## config.mk

```make
export PLATFORM = sky130hd
export DESIGN_NAME = sbh_cg_scheduler_flat
export DESIGN_NICKNAME = d
export VERILOG_FILES = /design/src/rtl/sbh_cg_scheduler_if.sv /design/src/rtl/sbh_cg_scheduler.sv /design/src/flat_wrapper.sv
export SDC_FILE = /design/constraint.sdc
export NUM_CORES = 1
export LEC_CHECK = 0
export ABC_CLOCK_PERIOD_IN_PS = 4800
export CORE_MARGIN = 2
export CORE_UTILIZATION = 30
export CTS_BUF_LIST = sky130_fd_sc_hd__clkbuf_8 sky130_fd_sc_hd__clkbuf_16
export DETAILED_ROUTE_END_ITERATION = 10
export PLACE_DENSITY = 0.56
export SETUP_SLACK_MARGIN = 0.1
export SLEW_MARGIN = 10
export SYNTH_ARGS = -nofsm -noshare
export SYNTH_HDL_FRONTEND = slang
export SYNTH_SLANG_ARGS = --single-unit
export TNS_END_PERCENT = 50
```

## constraint.sdc

```tcl
create_clock -name clk -period 4.8 [get_ports clk]
set_clock_uncertainty 0.2 [all_clocks]
set_input_delay 0.72 -clock clk [delete_from_list [all_inputs] [get_ports clk]]
set_output_delay 0.72 -clock clk [all_outputs]
set_load 0.05 [all_outputs]
```

## src/rtl/sbh_cg_scheduler_if.sv

```systemverilog
// Bundle of every non-clock signal between the CG scheduler and its
// surroundings: TU control, coefficient memory read port, NZ-finder
// datapath, per-CG result handshake and status.
// master = the scheduler, slave = the environment driving it.
interface sbh_cg_scheduler_if #(
    parameter int COEFF_W = 16
);
    // TU control
    logic                      start;
    logic [4:0]                num_cg;
    // Coefficient memory read port
    logic                      mem_rd_en;
    logic [7:0]                mem_addr;
    logic signed [COEFF_W-1:0] mem_rdata;
    // NZ-finder datapath, load side
    logic                      dp_valid_in;
    logic signed [COEFF_W-1:0] dp_coef;
    logic [3:0]                dp_position;
    logic                      dp_load_done;
    // NZ-finder datapath, result side
    logic [3:0]                dp_firstNZ;
    logic [3:0]                dp_lastNZ;
    logic                      dp_hasNZ;
    logic                      dp_valid_out;
    // Per-CG result handshake
    logic                      res_valid;
    logic                      res_ready;
    logic [3:0]                res_cg_idx;
    logic [3:0]                res_firstNZ;
    logic [3:0]                res_lastNZ;
    logic                      res_sbh_en;
    // Status
    logic                      busy;
    logic                      done;
    logic                      err;

    modport master (
        input  start, num_cg, mem_rdata,
               dp_firstNZ, dp_lastNZ, dp_hasNZ, dp_valid_out,
               res_ready,
        output mem_rd_en, mem_addr,
               dp_valid_in, dp_coef, dp_position, dp_load_done,
               res_valid, res_cg_idx, res_firstNZ, res_lastNZ, res_sbh_en,
               busy, done, err
    );

    modport slave (
        output start, num_cg, mem_rdata,
               dp_firstNZ, dp_lastNZ, dp_hasNZ, dp_valid_out,
               res_ready,
        input  mem_rd_en, mem_addr,
               dp_valid_in, dp_coef, dp_position, dp_load_done,
               res_valid, res_cg_idx, res_firstNZ, res_lastNZ, res_sbh_en,
               busy, done, err
    );
endinterface

```

## src/rtl/sbh_cg_scheduler.sv

```systemverilog
// Sign-bit-hiding coefficient-group scheduler.
// For each CG of a transform unit it streams CG_SIZE coefficients from the
// coefficient memory into the NZ-finder datapath, waits (bounded) for the
// datapath's first/last nonzero positions, and presents one result per CG
// on a valid/ready handshake together with the sign-hiding decision.
// All outputs are registered except dp_coef, which forwards the memory
// read data in the cycle it is valid (zero otherwise).
module sbh_cg_scheduler #(
    parameter int COEFF_W    = 16,
    parameter int CG_SIZE    = 16,
    parameter int SBH_THRESH = 4,
    parameter int TIMEOUT    = 8
) (
    input  logic                 clk,
    input  logic                 rst_n,
    sbh_cg_scheduler_if.master   bus
);

    localparam int         TMO_W  = $clog2(TIMEOUT + 1);
    localparam logic [3:0] K_LAST = 4'(CG_SIZE - 1);
    localparam logic [4:0] MAX_CG = 5'd16;

    typedef enum logic [2:0] {
        IDLE,
        FETCH,
        DRAIN,
        LDONE,
        WAIT,
        RESULT
    } state_t;

    state_t              state_q;
    logic [4:0]          num_cg_q;
    logic [3:0]          cg_idx_q;
    logic [3:0]          k_q;
    logic [TMO_W-1:0]    tmo_q;

    logic                mem_rd_en_q;
    logic [7:0]          mem_addr_q;
    logic                dp_valid_in_q;
    logic [3:0]          dp_position_q;
    logic                dp_load_done_q;
    logic                res_valid_q;
    logic [3:0]          res_cg_idx_q;
    logic [3:0]          res_firstNZ_q;
    logic [3:0]          res_lastNZ_q;
    logic                res_sbh_en_q;
    logic                busy_q;
    logic                done_q;
    logic                err_q;

    // Combinational helpers feeding the state register
    logic [4:0]          num_cg_sat_d;
    logic [3:0]          nz_span_d;
    logic                sbh_en_d;
    logic                last_cg_d;
    logic [3:0]          cg_next_d;

    // Linear coefficient address of scan position k inside CG cg.
    function automatic logic [7:0] addr_of(input logic [3:0] cg, input logic [3:0] k);
        return 8'(int'(cg) * CG_SIZE + int'(k));
    endfunction

    // Requested CG count clamped to the 16 CGs a TU can hold; the span is a
    // 4-bit wrap-around difference, and a CG with no nonzero never hides a sign.
    always_comb begin
        num_cg_sat_d = (bus.num_cg > MAX_CG) ? MAX_CG : bus.num_cg;
        nz_span_d    = bus.dp_lastNZ - bus.dp_firstNZ;
        sbh_en_d     = bus.dp_hasNZ && (int'(nz_span_d) >= SBH_THRESH);
        last_cg_d    = (({1'b0, cg_idx_q} + 5'd1) == num_cg_q);
        cg_next_d    = cg_idx_q + 4'd1;
    end

    // Scheduler FSM with all outputs registered alongside the state.
    always_ff @(posedge clk or negedge rst_n) begin
        if (!rst_n) begin
            state_q        <= IDLE;
            num_cg_q       <= '0;
            cg_idx_q       <= '0;
            k_q            <= '0;
            tmo_q          <= '0;
            mem_rd_en_q    <= 1'b0;
            mem_addr_q     <= '0;
            dp_valid_in_q  <= 1'b0;
            dp_position_q  <= '0;
            dp_load_done_q <= 1'b0;
            res_valid_q    <= 1'b0;
            res_cg_idx_q   <= '0;
            res_firstNZ_q  <= '0;
            res_lastNZ_q   <= '0;
            res_sbh_en_q   <= 1'b0;
            busy_q         <= 1'b0;
            done_q         <= 1'b0;
            err_q          <= 1'b0;
        end else begin
            // Pulses default low; the datapath write strobe trails the read
            // strobe by the one-cycle memory latency, carrying the read's k.
            done_q         <= 1'b0;
            dp_load_done_q <= 1'b0;
            dp_valid_in_q  <= mem_rd_en_q;
            if (mem_rd_en_q) begin
                dp_position_q <= k_q;
            end

            case (state_q)
                IDLE: begin
                    if (bus.start) begin
                        num_cg_q <= num_cg_sat_d;
                        cg_idx_q <= '0;
                        k_q      <= '0;
                        err_q    <= 1'b0;
                        if (num_cg_sat_d == 5'd0) begin
                            // Empty TU: acknowledge immediately, never go busy.
                            done_q <= 1'b1;
                        end else begin
                            state_q     <= FETCH;
                            busy_q      <= 1'b1;
                            mem_rd_en_q <= 1'b1;
                            mem_addr_q  <= addr_of(4'd0, 4'd0);
                        end
                    end
                end

                FETCH: begin
                    // k_q names the address currently on the bus.
                    if (k_q == K_LAST) begin
                        mem_rd_en_q <= 1'b0;
                        state_q     <= DRAIN;
                    end else begin
                        k_q        <= k_q + 4'd1;
                        mem_addr_q <= addr_of(cg_idx_q, k_q + 4'd1);
                    end
                end

                DRAIN: begin
                    // Final coefficient is being written this cycle.
                    dp_load_done_q <= 1'b1;
                    state_q        <= LDONE;
                end

                LDONE: begin
                    tmo_q   <= '0;
                    state_q <= WAIT;
                end

                WAIT: begin
                    if (bus.dp_valid_out) begin
                        res_valid_q   <= 1'b1;
                        res_cg_idx_q  <= cg_idx_q;
                        res_firstNZ_q <= bus.dp_firstNZ;
                        res_lastNZ_q  <= bus.dp_lastNZ;
                        res_sbh_en_q  <= sbh_en_d;
                        state_q       <= RESULT;
                    end else if (tmo_q == TMO_W'(TIMEOUT - 1)) begin
                        // Datapath stalled: abandon the whole TU.
                        err_q   <= 1'b1;
                        done_q  <= 1'b1;
                        busy_q  <= 1'b0;
                        state_q <= IDLE;
                    end else begin
                        tmo_q <= tmo_q + TMO_W'(1);
                    end
                end

                RESULT: begin
                    // res_* stay frozen until the consumer takes them.
                    if (bus.res_ready) begin
                        res_valid_q <= 1'b0;
                        if (last_cg_d) begin
                            done_q  <= 1'b1;
                            busy_q  <= 1'b0;
                            state_q <= IDLE;
                        end else begin
                            cg_idx_q    <= cg_next_d;
                            k_q         <= '0;
                            mem_rd_en_q <= 1'b1;
                            mem_addr_q  <= addr_of(cg_next_d, 4'd0);
                            state_q     <= FETCH;
                        end
                    end
                end

                default: begin
                    state_q <= IDLE;
                end
            endcase
        end
    end

    // Output drive; the coefficient is forwarded only while it is valid.
    assign bus.mem_rd_en    = mem_rd_en_q;
    assign bus.mem_addr     = mem_addr_q;
    assign bus.dp_valid_in  = dp_valid_in_q;
    assign bus.dp_coef      = dp_valid_in_q ? bus.mem_rdata : '0;
    assign bus.dp_position  = dp_position_q;
    assign bus.dp_load_done = dp_load_done_q;
    assign bus.res_valid    = res_valid_q;
    assign bus.res_cg_idx   = res_cg_idx_q;
    assign bus.res_firstNZ  = res_firstNZ_q;
    assign bus.res_lastNZ   = res_lastNZ_q;
    assign bus.res_sbh_en   = res_sbh_en_q;
    assign bus.busy         = busy_q;
    assign bus.done         = done_q;
    assign bus.err          = err_q;

endmodule

```

## src/flat_wrapper.sv

```systemverilog
// flat-port wrapper written by rule: the top's interface ports become plain ports
module sbh_cg_scheduler_flat 
#(
    parameter int COEFF_W    = 16,
    parameter int CG_SIZE    = 16,
    parameter int SBH_THRESH = 4,
    parameter int TIMEOUT    = 8
)
  (clk, rst_n, bus_start, bus_num_cg, bus_mem_rdata, bus_dp_firstNZ, bus_dp_lastNZ, bus_dp_hasNZ, bus_dp_valid_out, bus_res_ready, bus_mem_rd_en, bus_mem_addr, bus_dp_valid_in, bus_dp_coef, bus_dp_position, bus_dp_load_done, bus_res_valid, bus_res_cg_idx, bus_res_firstNZ, bus_res_lastNZ, bus_res_sbh_en, bus_busy, bus_done, bus_err);
  sbh_cg_scheduler_if #(.COEFF_W(COEFF_W)) bus_i ();
  input  logic clk;
  input  logic rst_n;
  input wire logic [$bits(bus_i.start)-1:0] bus_start;
  input wire logic [$bits(bus_i.num_cg)-1:0] bus_num_cg;
  input wire logic [$bits(bus_i.mem_rdata)-1:0] bus_mem_rdata;
  input wire logic [$bits(bus_i.dp_firstNZ)-1:0] bus_dp_firstNZ;
  input wire logic [$bits(bus_i.dp_lastNZ)-1:0] bus_dp_lastNZ;
  input wire logic [$bits(bus_i.dp_hasNZ)-1:0] bus_dp_hasNZ;
  input wire logic [$bits(bus_i.dp_valid_out)-1:0] bus_dp_valid_out;
  input wire logic [$bits(bus_i.res_ready)-1:0] bus_res_ready;
  output wire logic [$bits(bus_i.mem_rd_en)-1:0] bus_mem_rd_en;
  output wire logic [$bits(bus_i.mem_addr)-1:0] bus_mem_addr;
  output wire logic [$bits(bus_i.dp_valid_in)-1:0] bus_dp_valid_in;
  output wire logic [$bits(bus_i.dp_coef)-1:0] bus_dp_coef;
  output wire logic [$bits(bus_i.dp_position)-1:0] bus_dp_position;
  output wire logic [$bits(bus_i.dp_load_done)-1:0] bus_dp_load_done;
  output wire logic [$bits(bus_i.res_valid)-1:0] bus_res_valid;
  output wire logic [$bits(bus_i.res_cg_idx)-1:0] bus_res_cg_idx;
  output wire logic [$bits(bus_i.res_firstNZ)-1:0] bus_res_firstNZ;
  output wire logic [$bits(bus_i.res_lastNZ)-1:0] bus_res_lastNZ;
  output wire logic [$bits(bus_i.res_sbh_en)-1:0] bus_res_sbh_en;
  output wire logic [$bits(bus_i.busy)-1:0] bus_busy;
  output wire logic [$bits(bus_i.done)-1:0] bus_done;
  output wire logic [$bits(bus_i.err)-1:0] bus_err;
  assign bus_i.start = bus_start;
  assign bus_i.num_cg = bus_num_cg;
  assign bus_i.mem_rdata = bus_mem_rdata;
  assign bus_i.dp_firstNZ = bus_dp_firstNZ;
  assign bus_i.dp_lastNZ = bus_dp_lastNZ;
  assign bus_i.dp_hasNZ = bus_dp_hasNZ;
  assign bus_i.dp_valid_out = bus_dp_valid_out;
  assign bus_i.res_ready = bus_res_ready;
  assign bus_mem_rd_en = bus_i.mem_rd_en;
  assign bus_mem_addr = bus_i.mem_addr;
  assign bus_dp_valid_in = bus_i.dp_valid_in;
  assign bus_dp_coef = bus_i.dp_coef;
  assign bus_dp_position = bus_i.dp_position;
  assign bus_dp_load_done = bus_i.dp_load_done;
  assign bus_res_valid = bus_i.res_valid;
  assign bus_res_cg_idx = bus_i.res_cg_idx;
  assign bus_res_firstNZ = bus_i.res_firstNZ;
  assign bus_res_lastNZ = bus_i.res_lastNZ;
  assign bus_res_sbh_en = bus_i.res_sbh_en;
  assign bus_busy = bus_i.busy;
  assign bus_done = bus_i.done;
  assign bus_err = bus_i.err;
  sbh_cg_scheduler #(.COEFF_W(COEFF_W), .CG_SIZE(CG_SIZE), .SBH_THRESH(SBH_THRESH), .TIMEOUT(TIMEOUT)) u_core (.clk(clk), .rst_n(rst_n), .bus(bus_i));
endmodule
```

## After elaboration in Yosys (flattened, before gate mapping)

Cells that the tools add are included.

| cells by class | value |
|---|---|
| $add $sub $neg | 6 |
| magnitude comparators | 2 |
| equality and inequality tests | 20 |
| mux-type cells | 53 |
| reduce and logical (&&, ||, !) cells | 20 |

Operator list:

| kind | number |
|---|---|
| 2-to-1 mux 8 bit | 5 |
| 2-to-1 mux 4 bit | 8 |
| one-hot mux 8 bit (3 select lines) | 1 |
| 2-to-1 mux 1 bit | 22 |
| 2-to-1 mux 3 bit | 6 |
| one-hot mux 3 bit (6 select lines) | 1 |
| 2-to-1 mux 16 bit | 1 |
| inequality test 2 bit, second input constant | 8 |
| one-hot mux 4 bit (2 select lines) | 2 |
| adder 4 x 1 -> 4 bit, second input constant | 3 |
| one-hot mux 4 bit (3 select lines) | 1 |
| AND reduction 6 bit | 2 |
| AND reduction 5 bit | 2 |
| one-hot mux 1 bit (3 select lines) | 3 |
| adder 8 x 4 -> 8 bit | 1 |
| AND reduction 4 bit | 2 |
| nonzero test 2 bit | 4 |
| AND reduction 7 bit | 1 |
| equality test 3 x 2 -> 1 bit, second input constant | 2 |
| equality test 3 bit, second input constant | 2 |
| inequality test 2 x 1 -> 1 bit, second input constant | 3 |
| AND reduction 3 bit | 2 |
| nonzero test 3 bit | 2 |
| adder 4 x 1 -> 5 bit, second input constant | 1 |
| 14 further kinds | 16 |

| word-level totals | value |
|---|---|
| register bits | 52 |
| input bits | 35 |
| output and inout port bits | 48 |
| logic and storage cells | 119 |

## Depth between registers and ports, before layout

| depth | value |
|---|---|
| word-level depth | 6 |
| gate-level depth with buffers | 7 |
| depth with buffers taken out | 6 |

## Worst setup path after synthesis

No wires, ideal clock.

| timing | value |
|---|---|
| kind | reg-to-output |
| start point | reg u_core.dp_valid_in_q, in the netlist u_core.bus.dp_valid_in |
| end point | out bus_dp_coef[0] |
| arrival | 1.356 ns |
| required time | 3.880 ns |
| setup slack | 2.524 ns |
| stages on the path, launching flop included | 3 |
| path buffers | 1 |
| path through | dfrtp_1 -> clkbuf_1 -> and2_1 |

| on the way | value |
|---|---|
| word-level cells in the longest chain between the ends | 1 |

RTL lines:

| what | line | text |
|---|---|---|
| start, declared | sbh_cg_scheduler.sv:40 | `logic dp_valid_in_q;` |
| start signal, assigned | sbh_cg_scheduler.sv:100 | `dp_valid_in_q <= mem_rd_en_q;` |
| 2-to-1 mux 16 bit | sbh_cg_scheduler.sv:194 | `assign bus.dp_coef = dp_valid_in_q ? bus.mem_rdata : '0;` |
| end, declared | flat_wrapper.sv:24 | `output wire logic [$bits(bus_i.dp_coef)-1:0] bus_dp_coef;` |

No other way between the ends.

## Final worst setup path

| timing | value |
|---|---|
| start point | in bus_mem_rdata[0] |
| end point | out bus_dp_coef[0] |

| on the way | value |
|---|---|
| word-level cells in the longest chain between the ends | 1 |

RTL lines:

| what | line | text |
|---|---|---|
| start, declared | flat_wrapper.sv:15 | `input wire logic [$bits(bus_i.mem_rdata)-1:0] bus_mem_rdata;` |
| 2-to-1 mux 16 bit | sbh_cg_scheduler.sv:194 |  |

No other way between the ends.

==> impl_metrics.yaml <==
sta:
  tns_ps: 0
  rsz0062_at_grt: "false"
  worst_slew_pin_slew_ps: 685.7
  slew_headroom_pct: 54.29
  finalCriticalPeriod_ps: 3029
  hold_viol_final: 0
  max_freq_mhz: 330.2
  drv_slew: 0
  fin_crit_sh_pct: 63.10
  setup_viol: 0
  setup_ws_ps: 1771
clocking:
  clock_latency_ps: 320
  path_clk_slew_ps: 100
  cts_buffer_depth: 2
  cts_resized: 0
  cts_setup_buffers: 0
  cts_tree: "done"
  cts_buffers: 5
  cts.sinks: 52
  cts_hold_buf: 0
  root_buffer: "clkbuf_8"
  htree_levels: 2
power:
  power.total_mw: 2.128
  power.density_mw_per_mm2: 559.8
  p_leak_nw: 1.599
  irDropWorstVdd_mv: 0.2452
yosys:
  yosys.area_share.simple_pct: 18.80
  synthesis.nets: 306
  synthAdderAreaFrac_pct: 2.254
  yosysTopAreaCellShare_pct: 46.89
  synth_compound_area_share_pct: 12.44
  synthMuxAreaShare_pct: 10.78
  ys_ff_latch: 52
  synth_area_per_cell_um2: 10.43
  ys_types: 44
  ys_seq_area_share_pct: 46.89
  synth_flop_cell: "dfrtp_1"
  synthArstFlopShare_pct: 100.0
  synth-edff-count: 0
  syn_inst: 266
  synthTopCellsByCount: "dfrtp_1 (52), mux2_2 (23), nand2_1 (20)"
  yosys.area.top_type: "dfrtp_1"
  synth_xor_area_share_pct: 5.005
  yosysWarningCount: 0
  yosysMostFrequentCell: "dfrtp_1"
  synth_top_family_by_area: "simple AND/OR/NAND/NOR gates"
  netlist_area_mm2: 0.002775
  synthTopCellsByArea: "dfrtp_1 (47%), mux2_2 (9.3%), and2_1 (3.6%), nand2_1 (2.7%), xor2_1 (2.5%)"
placement:
  port-buffer-count: 82
  post-place-ws_ps: 1769
  gp_congestion: 0.7750
  placedCellCount: 446
  place_hpwl_mm: 4.753
worst_setup_path:
  critical_path.endpoint_type: "primary output"
  arrival_ps: 2110
  worstPathMaxFanout: 1
  required_ps: 3880
  critPathSlowestCell: "clkdlybuf4s50_1"
  start_kind: "input port"
  slowest_delay_ps: 800
  crit_type: "in -> out"
  path_common_cell: "clkdlybuf4s50_1"
  path_cells: "clkdlybuf4s50_1, and2_1, clkdlybuf4s50_1"
global_route:
  antenna_found_initial: 0
  grt.overflow.total: 0
  grt_pass1_wl_mm: 10.77
  grt_pass1_vias: 2236
  grt_max_degree: 41
  track_usage_pct: 13.29
layout:
  synthToLayoutAreaGrowth_pct: 37.02
  final_cells: 454
  drive_gt1_share_pct: 11.08
  n_antenna_cell: 0
  nets: 382
  n_fill_cell: 925
floorplanning:
  dieArea_mm2: 0.01004
  coreArea_mm2: 0.009109
  ios: 83
  die_h_um: 100.2
  start_util_pct: 30.47
  fp-row-count: 35
  chipWidth_um: 100.2
outcome:
  status: "finished, final reports clean"
flow_run:
  max-cap-violations: 0
drt:
  viasPerCell: 4.872
  routedWlPerCell_um: 14.23
  ant_nets: 0
  dr.pass1.iters: 4
  drt_wl_total_mm: 6.461
  drt_iter0_markers: 128
  drcViolationCount: 0
  via_count: 2212
worst_hold_path:
  hold_class: "in -> async"
-- layout make-up --
class                      count  area, um2  area share [%]
sequential                    52       1301           34.22
clock buffer                   5      68.82           1.810
clock inverter                 3      68.82           1.810
tap                          111      138.9           3.653
inverter                       9      33.78          0.8884
timing repair buffer          83      823.3           21.65
multi-input combinational    191       1368           35.97
-- stage by stage --
step / utilization [%] / cell area [um2] / hold slack (ps)
2_1_floorplan: - / 2775 / 224.4
3_3_place_gp: 40.23 / 3665 / 270.7
3_5_place_dp: 40.23 / 3665 / 272.3
4_1_cts: 41.74 / 3802 / 86.00
5_1_grt: 41.74 / 3802 / 92.33
6_report: 41.74 / 3802 / 75.65
-- worst max-delay path, delay by kind of cell --
family | cells | cell delay, ps
and+or+nand+nor | 1 | 120
buffers and inverters | 2 | 1270
-- flip-flops by register name, summed over array words and instances (netlist names), 3 cells and up --
name	cells
u_core.bus.res_lastNZ	4
u_core.bus.mem_addr	8
u_core.num_cg_q	5
u_core.state_q	3
u_core.bus.dp_position	4
u_core.cg_idx_q	4
u_core.bus.res_cg_idx	4
u_core.tmo_q	4
u_core.k_q	4
u_core.bus.res_firstNZ	4
-- routing by layer --
layer | vias to the layer above | wire (um) | GRT usage, %
met1 | 1053 | 2843 | 16.11
met3 | 5 | 440 | 3.482
met4 | 0 | 57 | 2.845
li1 | 1092 | - | -
met2 | 62 | 3119 | 23.70
met5 | - | 0 | 0
-- where the power goes --
part	internal [mW]	switching [mW]	total (mW)
registers	0.579	0.145	0.724
logic	0.405	0.631	1.04
clock network	0.210	0.158	0.368
total	1.19	0.934	2.13
-- layout by cell type, fill, tap and decap left out, drive strengths merged --
cell / netlist / routed
a2111o: 1 / 1
a211oi: 3 / 3
a21o: 3 / 3
a21oi: 10 / 10
a22o: 2 / 2
a31oi: 2 / 2
a32o: 3 / 3
a41o: 1 / 1
and2: 16 / 16
and3: 4 / 4
and3b: 1 / 1
buf: 8 / 2
bufinv: 0 / 2
clkbuf: 6 / 5
clkdlybuf4s50: 0 / 81
dfrtp: 52 / 52
ha: 5 / 5
inv: 9 / 10
mux2: 23 / 23
mux2i: 4 / 4
nand2: 20 / 20
nand2b: 9 / 9
nand3: 7 / 7
nand3b: 1 / 1
nand4: 4 / 4
nor2: 17 / 17
nor2b: 3 / 3
nor3: 6 / 6
nor3b: 5 / 5
nor4: 2 / 2
o211ai: 4 / 4
o21ai: 11 / 11
o21bai: 1 / 1
o221ai: 1 / 1
o311ai: 1 / 1
o31ai: 3 / 3
or3: 2 / 2
or3b: 1 / 1
xnor2: 7 / 7
xor2: 8 / 8
-- cells by family (layout without fill, tap and decap cells) --
| group | count (synthesis) | count (layout) |
|---|---|---|
| AOI/OAI and AO/OA | 46 | 46 |
| xor gates and xnor gates | 15 | 15 |
| adders and majority gates | 5 | 5 |
| buffers and inverters | 23 | 100 |
| DFF | 52 | 52 |
| muxes | 27 | 27 |
| and+or+nand+nor | 98 | 98 |
-- final timing paths --
kind	start	end	slack, ps	cells after the start
worst max-delay path	bus_mem_rdata[0]	bus_dp_coef[0]	1770	3
worst min-delay path	rst_n	u_core.bus.done$_DFF_PN0_	80	1
worst max register to register	u_core.cg_idx_q[0]$_DFFE_PN0P_	u_core.bus.mem_addr[6]$_DFFE_PN0P_	2140	6
worst min register to register	u_core.bus.err$_DFFE_PN0P_	u_core.bus.err$_DFFE_PN0P_	300	2
max in group asynchronous	rst_n	u_core.cg_idx_q[3]$_DFFE_PN0P_	3500	2
min in group clk	u_core.bus.err$_DFFE_PN0P_	u_core.bus.err$_DFFE_PN0P_	300	2
No activity file was read; power rests on OpenSTA's default activity.
